File: src/rtl/muldiv_sequencer_pkg.sv
// Shared definitions for the multiply/divide unit: opcode/funct codes, FSM state
// encodings and operation types, alongside the other R-type codes of the decoder.
package muldiv_sequencer_pkg;

  localparam logic [5:0] OPC_RTYPE   = 6'h00;
  localparam logic [5:0] FUNCT_SUB   = 6'h22;
  localparam logic [5:0] FUNCT_OR    = 6'h25;

  localparam logic [5:0] FUNCT_MFHI  = 6'h10;
  localparam logic [5:0] FUNCT_MTHI  = 6'h11;
  localparam logic [5:0] FUNCT_MFLO  = 6'h12;
  localparam logic [5:0] FUNCT_MTLO  = 6'h13;
  localparam logic [5:0] FUNCT_MULT  = 6'h18;
  localparam logic [5:0] FUNCT_MULTU = 6'h19;
  localparam logic [5:0] FUNCT_DIV   = 6'h1A;
  localparam logic [5:0] FUNCT_DIVU  = 6'h1B;

  typedef enum logic [1:0] {
    ST_IDLE = 2'd0,
    ST_CALC = 2'd1,
    ST_FIX  = 2'd2
  } md_state_e;

  // Encoding matches funct[1:0] of MULT..DIVU so decode is a plain cast.
  typedef enum logic [1:0] {
    OP_MULT  = 2'd0,
    OP_MULTU = 2'd1,
    OP_DIV   = 2'd2,
    OP_DIVU  = 2'd3
  } md_op_e;

  function automatic logic is_muldiv_funct(input logic [5:0] funct);
    return funct[5:2] == 4'b0110;
  endfunction

endpackage

File: src/rtl/muldiv_datapath.sv
// Iterative engine: shift-add multiplier and restoring divider working on operand
// magnitudes, one bit per step, with sign fix-up of the final HI/LO results.
module muldiv_datapath
  import muldiv_sequencer_pkg::*;
#(
  parameter int DWIDTH = 32
) (
  input  logic              clk,
  input  logic              load,
  input  logic              step,
  input  md_op_e            op,
  input  logic [DWIDTH-1:0] rs,
  input  logic [DWIDTH-1:0] rt,
  output logic [DWIDTH-1:0] hi_res,
  output logic [DWIDTH-1:0] lo_res,
  output logic              is_mul,
  output logic              div_zero,
  output logic              mul_rest_zero
);

  localparam int W = DWIDTH;

  md_op_e          op_q;
  logic [2*W-1:0]  acc;       // product, or {remainder, dividend/quotient}
  logic [2*W-1:0]  mcand;
  logic [W-1:0]    opb;       // multiplier (shifts right) or divisor
  logic [W-1:0]    rs_raw;
  logic            neg_lo;
  logic            neg_hi;
  logic            zero_div;

  logic            signed_op;
  logic            sign_a;
  logic            sign_b;
  logic [W-1:0]    mag_a;
  logic [W-1:0]    mag_b;
  logic [W:0]      shifted;
  logic [W+1:0]    diff;
  logic [2*W-1:0]  prod;

  function automatic logic [W-1:0] neg_if(input logic [W-1:0] x, input logic en);
    return en ? (~x + W'(1)) : x;
  endfunction

  function automatic logic [2*W-1:0] neg_if_wide(input logic [2*W-1:0] x, input logic en);
    return en ? (~x + (2*W)'(1)) : x;
  endfunction

  assign signed_op = (op == OP_MULT) || (op == OP_DIV);
  assign sign_a    = signed_op & rs[W-1];
  assign sign_b    = signed_op & rt[W-1];
  assign mag_a     = neg_if(rs, sign_a);
  assign mag_b     = neg_if(rt, sign_b);

  assign is_mul    = (op_q == OP_MULT) || (op_q == OP_MULTU);
  assign shifted   = acc[2*W-1:W-1];
  assign diff      = {1'b0, shifted} - {2'b00, opb};

  always_ff @(posedge clk) begin
    if (load) begin
      op_q     <= op;
      rs_raw   <= rs;
      zero_div <= (rt == '0);
      opb      <= mag_b;
      neg_lo   <= sign_a ^ sign_b;
      neg_hi   <= sign_a;
      if ((op == OP_MULT) || (op == OP_MULTU)) begin
        acc   <= '0;
        mcand <= {{W{1'b0}}, mag_a};
      end else begin
        acc   <= {{W{1'b0}}, mag_a};
        mcand <= '0;
      end
    end else if (step) begin
      if (is_mul) begin
        if (opb[0]) acc <= acc + mcand;
        mcand <= mcand << 1;
        opb   <= opb >> 1;
      end else if (!diff[W+1]) begin
        acc <= {diff[W-1:0], acc[W-2:0], 1'b1};
      end else begin
        acc <= {acc[2*W-2:0], 1'b0};
      end
    end
  end

  // Bits still to be consumed after this step; lets the sequencer cut a multiply short.
  assign mul_rest_zero = (opb[W-1:1] == '0);
  assign div_zero      = zero_div;
  assign prod          = neg_if_wide(acc, neg_lo);

  always_comb begin
    hi_res = '0;
    lo_res = '0;
    if (is_mul) begin
      hi_res = prod[2*W-1:W];
      lo_res = prod[W-1:0];
    end else if (zero_div) begin
      hi_res = rs_raw;
      lo_res = '1;
    end else begin
      hi_res = neg_if(acc[2*W-1:W], neg_hi);
      lo_res = neg_if(acc[W-1:0], neg_lo);
    end
  end

endmodule

File: src/rtl/muldiv_sequencer.sv
// MULT/MULTU/DIV/DIVU sequencer owning HI/LO: FSM, iteration counter, stall and flush.
// Optional build macro MULDIV_EARLY_OUT_EN ends multiplies once remaining multiplier bits are zero.
module muldiv_sequencer
  import muldiv_sequencer_pkg::*;
#(
  parameter int DWIDTH      = 32,
  parameter int FUNCT_WIDTH = 6
) (
  input  logic                   clk,
  input  logic                   rst,
  input  logic                   md_i_ce,
  input  logic                   md_i_rtype,
  input  logic [FUNCT_WIDTH-1:0] md_i_funct,
  input  logic [DWIDTH-1:0]      md_i_data_rs,
  input  logic [DWIDTH-1:0]      md_i_data_rt,
  input  logic                   md_i_flush,
  output logic                   md_o_stall,
  output logic                   md_o_busy,
  output logic [DWIDTH-1:0]      md_o_hilo_value,
  output logic                   md_o_hilo_valid,
  output logic                   md_o_div_by_zero
);

  localparam int CNT_W = $clog2(DWIDTH + 1);
`ifdef MULDIV_EARLY_OUT_EN
  localparam bit EARLY_OUT = 1'b1;
`else
  localparam bit EARLY_OUT = 1'b0;
`endif

  md_state_e         state;
  md_state_e         state_nx;
  logic [CNT_W-1:0]  cnt;
  logic [CNT_W-1:0]  cnt_nx;
  logic [DWIDTH-1:0] hi;
  logic [DWIDTH-1:0] lo;
  logic [DWIDTH-1:0] hi_nx;
  logic [DWIDTH-1:0] lo_nx;
  logic              hi_we;
  logic              lo_we;

  logic [5:0]        funct6;
  logic              accept;
  logic              is_md;
  logic              is_mfhi;
  logic              is_mflo;
  logic              is_mthi;
  logic              is_mtlo;
  logic              load;
  logic              step;
  logic              last_calc;

  logic [DWIDTH-1:0] dp_hi;
  logic [DWIDTH-1:0] dp_lo;
  logic              dp_is_mul;
  logic              dp_div_zero;
  logic              dp_rest_zero;

  assign funct6  = md_i_funct[5:0];
  assign accept  = md_i_ce & md_i_rtype;
  assign is_md   = accept & is_muldiv_funct(funct6);
  assign is_mfhi = accept & (funct6 == FUNCT_MFHI);
  assign is_mflo = accept & (funct6 == FUNCT_MFLO);
  assign is_mthi = accept & (funct6 == FUNCT_MTHI);
  assign is_mtlo = accept & (funct6 == FUNCT_MTLO);

  assign last_calc = (cnt == CNT_W'(1)) || (EARLY_OUT && dp_is_mul && dp_rest_zero);

  muldiv_datapath #(
    .DWIDTH(DWIDTH)
  ) u_datapath (
    .clk          (clk),
    .load         (load),
    .step         (step),
    .op           (md_op_e'(funct6[1:0])),
    .rs           (md_i_data_rs),
    .rt           (md_i_data_rt),
    .hi_res       (dp_hi),
    .lo_res       (dp_lo),
    .is_mul       (dp_is_mul),
    .div_zero     (dp_div_zero),
    .mul_rest_zero(dp_rest_zero)
  );

  always_comb begin
    state_nx         = state;
    cnt_nx           = cnt;
    hi_nx            = hi;
    lo_nx            = lo;
    hi_we            = 1'b0;
    lo_we            = 1'b0;
    load             = 1'b0;
    step             = 1'b0;
    md_o_stall       = 1'b0;
    md_o_hilo_valid  = 1'b0;
    md_o_hilo_value  = '0;
    md_o_div_by_zero = 1'b0;
    if (!rst) begin
      case (state)
        ST_IDLE: begin
          if (is_mfhi) begin
            md_o_hilo_valid = 1'b1;
            md_o_hilo_value = hi;
          end else if (is_mflo) begin
            md_o_hilo_valid = 1'b1;
            md_o_hilo_value = lo;
          end
          if (!md_i_flush) begin
            if (is_md) begin
              md_o_stall = 1'b1;
              load       = 1'b1;
              cnt_nx     = CNT_W'(DWIDTH);
              state_nx   = ST_CALC;
            end
            if (is_mthi) begin
              hi_we = 1'b1;
              hi_nx = md_i_data_rs;
            end
            if (is_mtlo) begin
              lo_we = 1'b1;
              lo_nx = md_i_data_rs;
            end
          end
        end
        ST_CALC: begin
          md_o_stall = !md_i_flush;
          step       = 1'b1;
          cnt_nx     = cnt - CNT_W'(1);
          if (last_calc) state_nx = ST_FIX;
        end
        ST_FIX: begin
          // Pipeline advances on this edge; the instruction still on the inputs is retired, not re-issued.
          if (!md_i_flush) begin
            hi_we            = 1'b1;
            lo_we            = 1'b1;
            hi_nx            = dp_hi;
            lo_nx            = dp_lo;
            md_o_div_by_zero = !dp_is_mul && dp_div_zero;
          end
          state_nx = ST_IDLE;
        end
        default: state_nx = ST_IDLE;
      endcase
      if (md_i_flush) state_nx = ST_IDLE;
    end
  end

  always_ff @(posedge clk) begin
    if (rst) begin
      state <= ST_IDLE;
      cnt   <= '0;
      hi    <= '0;
      lo    <= '0;
    end else begin
      state <= state_nx;
      cnt   <= cnt_nx;
      if (hi_we) hi <= hi_nx;
      if (lo_we) lo <= lo_nx;
    end
  end

  assign md_o_busy = (state != ST_IDLE);

endmodule
File: config.mk
export PLATFORM = sky130hd
export DESIGN_NAME = muldiv_sequencer
export DESIGN_NICKNAME = d
export VERILOG_FILES = /design/src/rtl/muldiv_sequencer_pkg.sv /design/src/rtl/muldiv_datapath.sv /design/src/rtl/muldiv_sequencer.sv
export SDC_FILE = /design/constraint.sdc
export NUM_CORES = 1
export LEC_CHECK = 0
export CELL_PAD_IN_SITES_DETAIL_PLACEMENT = 0
export CELL_PAD_IN_SITES_GLOBAL_PLACEMENT = 1
export CORE_UTILIZATION = 25
export CTS_CLUSTER_DIAMETER = 40
export DETAILED_ROUTE_END_ITERATION = 16
export PLACE_DENSITY = 0.52
export SLEW_MARGIN = 40
export SYNTH_ARGS = -nofsm -noshare
export SYNTH_HDL_FRONTEND = slang
export SYNTH_SLANG_ARGS = --single-unit
File: constraint.sdc
create_clock -name clk -period 23.8 [get_ports clk]
set_input_delay 5.95 -clock clk [delete_from_list [all_inputs] [get_ports clk]]
set_output_delay 5.95 -clock clk [all_outputs]
set_load 0.005 [all_outputs]
# --- Word-level counts from Yosys, hierarchy flattened ---
# Cells that the tools add are included.
totals:
  input_bits: 75
  output_inout_bits: 36
  wordCells: 138
  ff_bits: 269
op_classes:
  reduce_logical: 22
  bitwise: 14
  eq_ne: 18
  mux: 64
  addsub: 8
op_table:
  columns: ["cell", "n"]
  rows:
  - ["$mux 32", 23]
  - ["$mux 64", 9]
  - ["$add 32x1->32 const B", 4]
  - ["$not 32->32", 4]
  - ["$pmux 32 s2", 2]
  - ["$add 64x1->64 const B", 1]
  - ["$add 64x64->64", 1]
  - ["$not 64->64", 1]
  - ["$sub 33x32->34", 1]
  - ["$logic_not 32->1", 1]
  - ["$eq 6x5->1 const B", 4]
  - ["$mux 1", 21]
  - ["$mux 6", 2]
  - ["$ne 2x2->1 const B", 6]
  - ["$pmux 6 s2", 1]
  - ["$reduce_and 5->1", 2]
  - ["$reduce_bool 2->1", 5]
  - ["$and 1x1->1", 8]
  - ["$eq 2x1->1 const B", 3]
  - ["$eq 6x1->1 const B", 1]
  - ["$logic_not 2->1", 3]
  - ["$pmux 1 s2", 3]
  - ["$reduce_and 2->1", 3]
  - ["$sub 6x1->6 const B", 1]
  - ["11 further kinds", 16]

# --- Logic depth before layout (Yosys ltp) ---
# Gate-level depths: netlist (run 1).
depth:
  word_depth: 8
  mapped_depth: 15
  ltp_nobuf: 13

# --- Cells and area by module ---
# Synthesis (run 1) repeated with hierarchy kept, for this count alone.
unflattened:
  cells_unflattened: 2499
  hier_area_um2: 21469.3
modules_own_cells:
  columns: ["module", "cells_per_inst", "area_per_inst_um2", "seq_area_each_um2", "instances"]
  rows:
  - ["muldiv_datapath", 2027, 17272.8, 5885.6, 1]
  - ["muldiv_sequencer", 472, 4196.5, 1441.4, 1]

# --- Worst setup path before layout (run 1) ---
# No wires, ideal clock.
synth_path:
  path_type: "input-to-reg"
  start: "input port rst"
  end: "register u_datapath.mcand[0] (enable)"
  arrival_time_ps: 13385
  path_buffers: 2
  stages: 3
  slack_ps: 9722
  setup_time_ps: 692
  cell_sequence: "clkbuf_1 > clkbuf_1 > o31ai_1"
synth_via:
  elab_chain_cells: 3
  word_cells_on_any_way: 5
  cone_classes: "2 x mux; 3 x reduce/logical"
synth_rtl:
  columns: ["item", "line", "text"]
  rows:
  - ["start: declaration", "muldiv_sequencer.sv:10", "input logic rst,"]
  - ["$mux 1", "muldiv_sequencer.sv:98", "if (!rst) begin"]
  - ["$reduce_bool 2->1 (no source line)", null, null]
  - ["$reduce_and 2->1 (no source line) *", null, null]
  - ["end signal: assignment", "muldiv_datapath.sv:69", "mcand <= {{W{1'b0}}, mag_a};"]
  - ["end signal: assignment", "muldiv_datapath.sv:77", "mcand <= mcand << 1;"]
  - ["end: declaration", "muldiv_datapath.sv:25", "logic [2*W-1:0] mcand;"]
# Every way passes the cells marked *; elsewhere a longest branch is shown, timed or not.
# A chain may end at the register's enable or synchronous reset.

# --- Final worst setup path (run 1) ---
layout_path:
  start: "input port md_i_funct[2]"
  end: "output port md_o_hilo_value[26]"
layout_via:
  elab_chain_cells: 6
  word_cells_on_any_way: 8
  cone_classes: "2 x eq/ne; 4 x mux; 2 x bitwise"
layout_rtl:
  columns: ["item", "line", "text"]
  rows:
  - ["start: declaration", "muldiv_sequencer.sv:13", "input logic [FUNCT_WIDTH-1:0] md_i_funct,"]
  - ["$eq 6x5->1", "muldiv_sequencer.sv:63", "assign is_mflo = accept & (funct6 == FUNCT_MFLO);"]
  - ["$and 1x1->1", "muldiv_sequencer.sv:63", null]
  - ["$mux 32", "muldiv_sequencer.sv:104", "end else if (is_mflo) begin"]
  - ["$mux 32 *", "muldiv_sequencer.sv:101", "if (is_mfhi) begin"]
  - ["$mux 32 *", "muldiv_sequencer.sv:99", "case (state)"]
  - ["$mux 32 *", "muldiv_sequencer.sv:98", null]
  - ["end: declaration", "muldiv_sequencer.sv:19", "output logic [DWIDTH-1:0] md_o_hilo_value,"]
# Marked as above.

==> flow_summary.json, run 1 <==
{
  "drcViolationCount": 0,
  "synth_seq_area_share_pct": 34.69,
  "ys_ff_latch": 268,
  "syn_area_per_cell_sq_um": 8.348,
  "finalWeightedCongestion": 0.8866,
  "drt_pre_antenna_iters": 5,
  "dp_hpwl_microns": 61200,
  "synth_area_sq_um": 21120,
  "async_flop_share_pct": 0,
  "vias": 19430,
  "antenna_found_initial": 0,
  "clkTransAtPathRegs_ns": 0.06,
  "die_width_microns": 292.7,
  "netlist_top_cells_area": "edfxtp_1 28%, xnor2_1 6.9%, dfxtp_1 6.8%",
  "grt_max_degree": 177,
  "crit_fanout": 33,
  "worstSetupEndpointType": "output pin",
  "leakage_nw": 9.140,
  "arrival_ns": 8.21,
  "grt_pass1_vias": 19010,
  "min_from": "lo[9]$_SDFFE_PP0P_",
  "cp-start-kind": "primary input",
  "hold_depth": 2,
  "finish.utilization_pct": 30.58,
  "power.density_nw_per_um2": 57.45,
  "synth-warning-count": 0,
  "portBuffers": 110,
  "r2r_cells": 12,
  "synth_top_area_cell": "edfxtp_1",
  "critPathRequiredTime_ns": 17.85,
  "dp.cells": 3648,
  "relSlewSlack_pct": 43.38,
  "finalNetCount": 2761,
  "min_period_over_period_pct": 59.51,
  "synth.distinct_cells": 78,
  "cap_violations": 0,
  "finClkSkew_ns": 0.03904,
  "rows": 106,
  "hold_path.class": "reg -> reg",
  "synth_edf_count": 196,
  "crit_type": "in -> out",
  "placed_area_sq_um": 23370,
  "synth_flop_cell": "edfxtp_1",
  "clk_latency_ns": 0.60,
  "initial_utilization_pct": 25.24,
  "cts_sinks": 268,
  "wire_per_inst_microns": 22.03,
  "root_buffer": "clkbuf_16",
  "antenna_left": 0,
  "numCtsBuffers": 66,
  "design.core.area_sq_um": 83690,
  "drt_wl_total_microns": 82890,
  "syn_to_final_growth_pct": 21.18,
  "syn_inst": 2530,
  "maxSlewViolCount": 0,
  "reg2reg_slack_ns": 19.15,
  "grt_first_pass_wirelength_microns": 124300,
  "reg2reg_from": "u_datapath.acc[32]$_SDFFCE_PP0P_",
  "cts_hold_buf": 0,
  "pin_count": 111,
  "max_slew.worst_pin.slew_ns": 0.8493,
  "drtIter0Drc": 1421,
  "rsz0062_at_grt": "false",
  "hold_viol": 0,
  "rr_endpoint": "u_datapath.acc[57]$_SDFFCE_PP0P_",
  "post_cts_buffers": 0,
  "tns_ns": 0,
  "antennaDiodeCount": 0,
  "vias_per_cell": 5.163,
  "cts_tree": "built",
  "die_h_microns": 292.7,
  "period_minus_slack_ns": 14.16,
  "final_cells": 3763,
  "synth_top_area_share_pct": 27.87,
  "cts_resized": 0,
  "stdcell_area_sq_um": 25590,
  "drive_gt1_share_pct": 6.847,
  "grt_overflow": 0,
  "grt_use_total_pct": 19.07,
  "outcome": "finished, final reports clean",
  "clock_path_buffers": 3,
  "dieArea_sq_um": 85650,
  "max_freq_mhz": 70.61,
  "fillCellCount": 8834,
  "setup_viol": 0,
  "syn_nets": 2708,
  "peakVddDrop_uv": 40.17,
  "hold-path-endpoint": "lo[9]$_SDFFE_PP0P_",
  "cts-htree-levels": 3
}
==> Yosys cell counts, drive strengths merged, types with 17 or more instances <==
cell and n:
o21bai 18, o21ai 211, a21o 41, o31ai 40, and3 17, nor3 45, clkbuf 130, o21a 20
nand4 24, o22ai 27, and2 43, ha 101, xnor2 166, a21oi 230, o221ai 30, a211oi 38
edfxtp 196, dfxtp 72, nand3 31, o211ai 32, mux2i 71, or3 23, nor2 239, nand2 282
inv 87, xor2 67, nand2b 30, buf 28, a31oi 17, nor4 19
==> power by group <==
group	total (W)	switching (W)	leakage (nW)	internal (W)
Clock	0.000902	0.000298	1.07	0.000604
Combinational	0.0000682	0.0000411	5.73	0.0000271
Sequential	0.000500	0.00000143	2.34	0.000499
==> state kept, by name (all words and copies together) (netlist names) <==
register and flops:
u_datapath.rs_raw 32, state 2, u_datapath.op_q 1, u_datapath.neg_lo 1
lo 32, u_datapath.div_zero 1, u_datapath.acc 64, hi 32
cnt 6, u_datapath.opb 32, u_datapath.mcand 64, u_datapath.neg_hi 1
==> worst max-delay path by stage <==
stage,to,from,slack [ns],cells after the start
2_1_floorplan,u_datapath.mcand[0]$_SDFFCE_PN0P_,rst,9.72,3
3_3_place_gp,md_o_hilo_value[10],md_i_funct[2],9.37,7
3_5_place_dp,md_o_hilo_value[17],md_i_funct[2],9.60,7
4_1_cts,md_o_hilo_value[17],md_i_funct[2],9.59,7
5_1_grt,md_o_hilo_value[26],md_i_funct[2],9.42,7
6_report,md_o_hilo_value[26],md_i_funct[2],9.64,7
==> cells by family (layout without fill, tap and decap cells) <==
family | after synthesis | after routing | share of synthesized area (%)
muxes | 76 | 76 | 3.631
adders and majority gates | 103 | 103 | 6.173
DFF | 268 | 268 | 34.69
xor gates and xnor gates | 233 | 233 | 9.662
AOI/OAI and AO/OA | 778 | 778 | 23.01
buffers and inverters | 247 | 346 | 4.508
and+or+nand+nor | 825 | 825 | 18.33
==> layout by cell type (no fill, tap or decap), types with 71 or more instances in the layout <==
cell type	instances
inv_1	86
mux2i_1	71
nand2_1	279
ha_1	101
a21oi_1	230
o21ai_0	205
clkbuf_16	71
clkdlybuf4s50_1	108
dfxtp_1	72
xnor2_1	166
edfxtp_1	196
nor2_1	239
==> critical path, stage by stage <==
cell and delay (ns):
clkdlybuf4s50_1 0.40, nor2_1 0.11, nand4_1 0.15, nor2_1 0.21
nand3_2 0.52, nor2_1 0.32, clkdlybuf4s50_1 0.55
==> area by class of cell <==
type | count | area (sq um) | area share [%]
Sequential cell | 268 | 7327 | 28.63
Timing Repair Buffer | 143 | 1383 | 5.402
Tap cell | 1134 | 1419 | 5.544
Inverter | 89 | 336.6 | 1.315
Clock buffer | 81 | 1854 | 7.245
Multi-Input combinational cell | 2015 | 12940 | 50.56
Clock inverter | 33 | 335.3 | 1.310
==> per-layer routing <==
| metal | GRT usage [%] | share of wire (%) |
|---|---|---|
| met2 | 30.15 | 44 |
| met5 | 0 | 0 |
| met3 | 2.405 | 4.6 |
| met1 | 26.77 | 48 |
| met4 | 6.104 | 2.6 |
==> through the flow <==
step	hold WS [ns]	setup slack, ns	total power, W
2_1_floorplan	0.4316	9.722	0.0005402
3_3_place_gp	0.4498	9.372	0.0005758
3_5_place_dp	0.4474	9.597	0.0005765
4_1_cts	0.4549	9.594	0.001486
5_1_grt	0.4777	9.424	0.001513
6_report	0.4518	9.638	0.001470
No activity file was read; power rests on OpenSTA's default activity.
==> inputs of run 2 (changes only) <==
==> constraint.sdc (replaced) <==
create_clock -name clk -period 13.2 [get_ports clk]
set_input_delay 3.3 -clock clk [delete_from_list [all_inputs] [get_ports clk]]
set_output_delay 3.3 -clock clk [all_outputs]
set_load 0.005 [all_outputs]
==> flow_summary.json, run 2 (same netlist as run 1, synthesis figures left out) <==
{
  "tns_ns": 0,
  "die_h_microns": 292.7,
  "r2r_cells": 12,
  "cp_cell_sequence": "clkdlybuf4s50_1 > nor2_1 > nand4_1 > nor2_1 > nand3_2 > nor2_1 > clkdlybuf4s50_1",
  "rows": 106,
  "reg2reg_slack_ns": 8.60,
  "finClkSkew_ns": 0.02553,
  "hold_path.class": "reg -> reg",
  "cts_tree": "built",
  "grt_overflow": 0,
  "cts_hold_buf": 0,
  "cts-htree-levels": 3,
  "dp_hpwl_microns": 61050,
  "clkTransAtPathRegs_ns": 0.05,
  "hold-path-endpoint": "lo[19]$_SDFFE_PP0P_",
  "numCtsBuffers": 66,
  "max_stage_delay_ns": 0.55,
  "reg2reg_from": "u_datapath.acc[32]$_SDFFCE_PP0P_",
  "finalWeightedCongestion": 0.8873,
  "grt_pass1_vias": 19080,
  "syn_to_final_growth_pct": 21.62,
  "clock_path_buffers": 3,
  "max_slew.worst_pin.slew_ns": 0.9708,
  "finish.utilization_pct": 30.70,
  "rsz0062_at_grt": "false",
  "arrival_ns": 5.59,
  "power.density_nw_per_um2": 105.7,
  "grt_use_total_pct": 18.93,
  "hold_slack_ns": 0.4504,
  "critPathRequiredTime_ns": 9.90,
  "setup_viol": 0,
  "outcome": "finished, final reports clean",
  "drcViolationCount": 0,
  "hold_depth": 2,
  "hold_viol": 0,
  "root_buffer": "clkbuf_16",
  "drtIter0Drc": 1501,
  "max_freq_mhz": 112.5,
  "antenna_found_initial": 1,
  "vias_per_cell": 5.163,
  "grt_first_pass_wirelength_microns": 123400,
  "drt_wl_total_microns": 82400,
  "maxSlewViolCount": 0,
  "cts_resized": 0,
  "initial_utilization_pct": 25.24,
  "crit_family": "simple AND/OR/NAND/NOR gates",
  "period_minus_slack_ns": 8.887,
  "finalNetCount": 2760,
  "post_cts_buffers": 0,
  "rr_endpoint": "u_datapath.acc[57]$_SDFFCE_PP0P_",
  "reg_top3": "u_datapath.acc (64), u_datapath.mcand (64)",
  "slowest_stage": "nand3_2",
  "cts_sinks": 268,
  "cpMostUsedCell": "nor2_1",
  "worstSetupEndpointType": "output pin",
  "crit_fanout": 33,
  "leakage_nw": 9.181,
  "antenna_left": 0,
  "antennaDiodeCount": 0,
  "crit_type": "in -> out",
  "dieArea_sq_um": 85650,
  "grt_max_degree": 177,
  "portBuffers": 110,
  "wire_per_inst_microns": 21.86,
  "relSlewSlack_pct": 35.28,
  "design.core.area_sq_um": 83690,
  "crit_buf_inv": 2,
  "drt_pre_antenna_iters": 5,
  "clk_latency_ns": 0.60,
  "final_common_cell": "nand2_1",
  "peakVddDrop_uv": 86.33,
  "min_from": "lo[19]$_SDFFE_PP0P_",
  "cp-start-kind": "primary input",
  "drive_gt1_share_pct": 7.249,
  "finalPower_w": 0.002716,
  "final_cell_mix": "279 x nand2_1, 239 x nor2_1, 230 x a21oi_1",
  "die_width_microns": 292.7,
  "vias": 19460,
  "min_period_over_period_pct": 67.33,
  "cap_violations": 0,
  "pin_count": 111
}
## run 2: area by class of cell
type                            count  area [sq um]
Sequential cell                   268          7327
Inverter                           89         336.6
Clock inverter                     41         455.4
Tap cell                         1134          1419
Timing Repair Buffer              142          1360
Clock buffer                       80          1851
Multi-Input combinational cell   2015         12940
Fill cell                        8812         58000
## run 2: tightest hold or removal path: stages (launching register included)
cell and delay [ns]:
dfxtp_1 0.30, nand2_1 0.05, a21oi_1 0.05
## run 2: layer usage
layer | routed length, microns | part of all wire [%] | track usage, %
met1 | 39670 | 48 | 26.52
met4 | 2380 | 2.9 | 6.806
met2 | 36270 | 44 | 29.50
met5 | 0 | 0 | 0
met3 | 4073 | 4.9 | 2.603
## run 2: worst max path at each step
stage                     cells past startpoint  slack [ns]                                end           from
final                                         7        4.31                md_o_hilo_value[16]  md_i_funct[2]
after global routing                          7        4.13                md_o_hilo_value[16]  md_i_funct[2]
after CTS                                     7        4.30                md_o_hilo_value[16]  md_i_funct[2]
after detailed placement                      7        4.30                md_o_hilo_value[16]  md_i_funct[2]
after global placement                        7        4.07                md_o_hilo_value[10]  md_i_funct[2]
after floorplan                               3        1.77  u_datapath.mcand[0]$_SDFFCE_PN0P_            rst
## run 2: stage by stage
| step | setup slack (ns) | instances | instance area (sq um) |
|---|---|---|---|
| after floorplan | 1.772 | 2530 | 21120 |
| after global placement | 4.072 | 3647 | 23310 |
| after detailed placement | 4.299 | 3647 | 23360 |
| after CTS | 4.295 | 3768 | 25660 |
| after global routing | 4.128 | 3769 | 25690 |
| final | 4.313 | 3769 | 25690 |
## run 2: power by group
part / internal, W / leakage [nW] / switching [W]
Clock: 0.00113 / 1.12 / 0.000566
Sequential: 0.000899 / 2.34 / 0.00000261
Combinational: 0.0000489 / 5.72 / 0.0000742
Total: 0.00207 / 9.18 / 0.000643
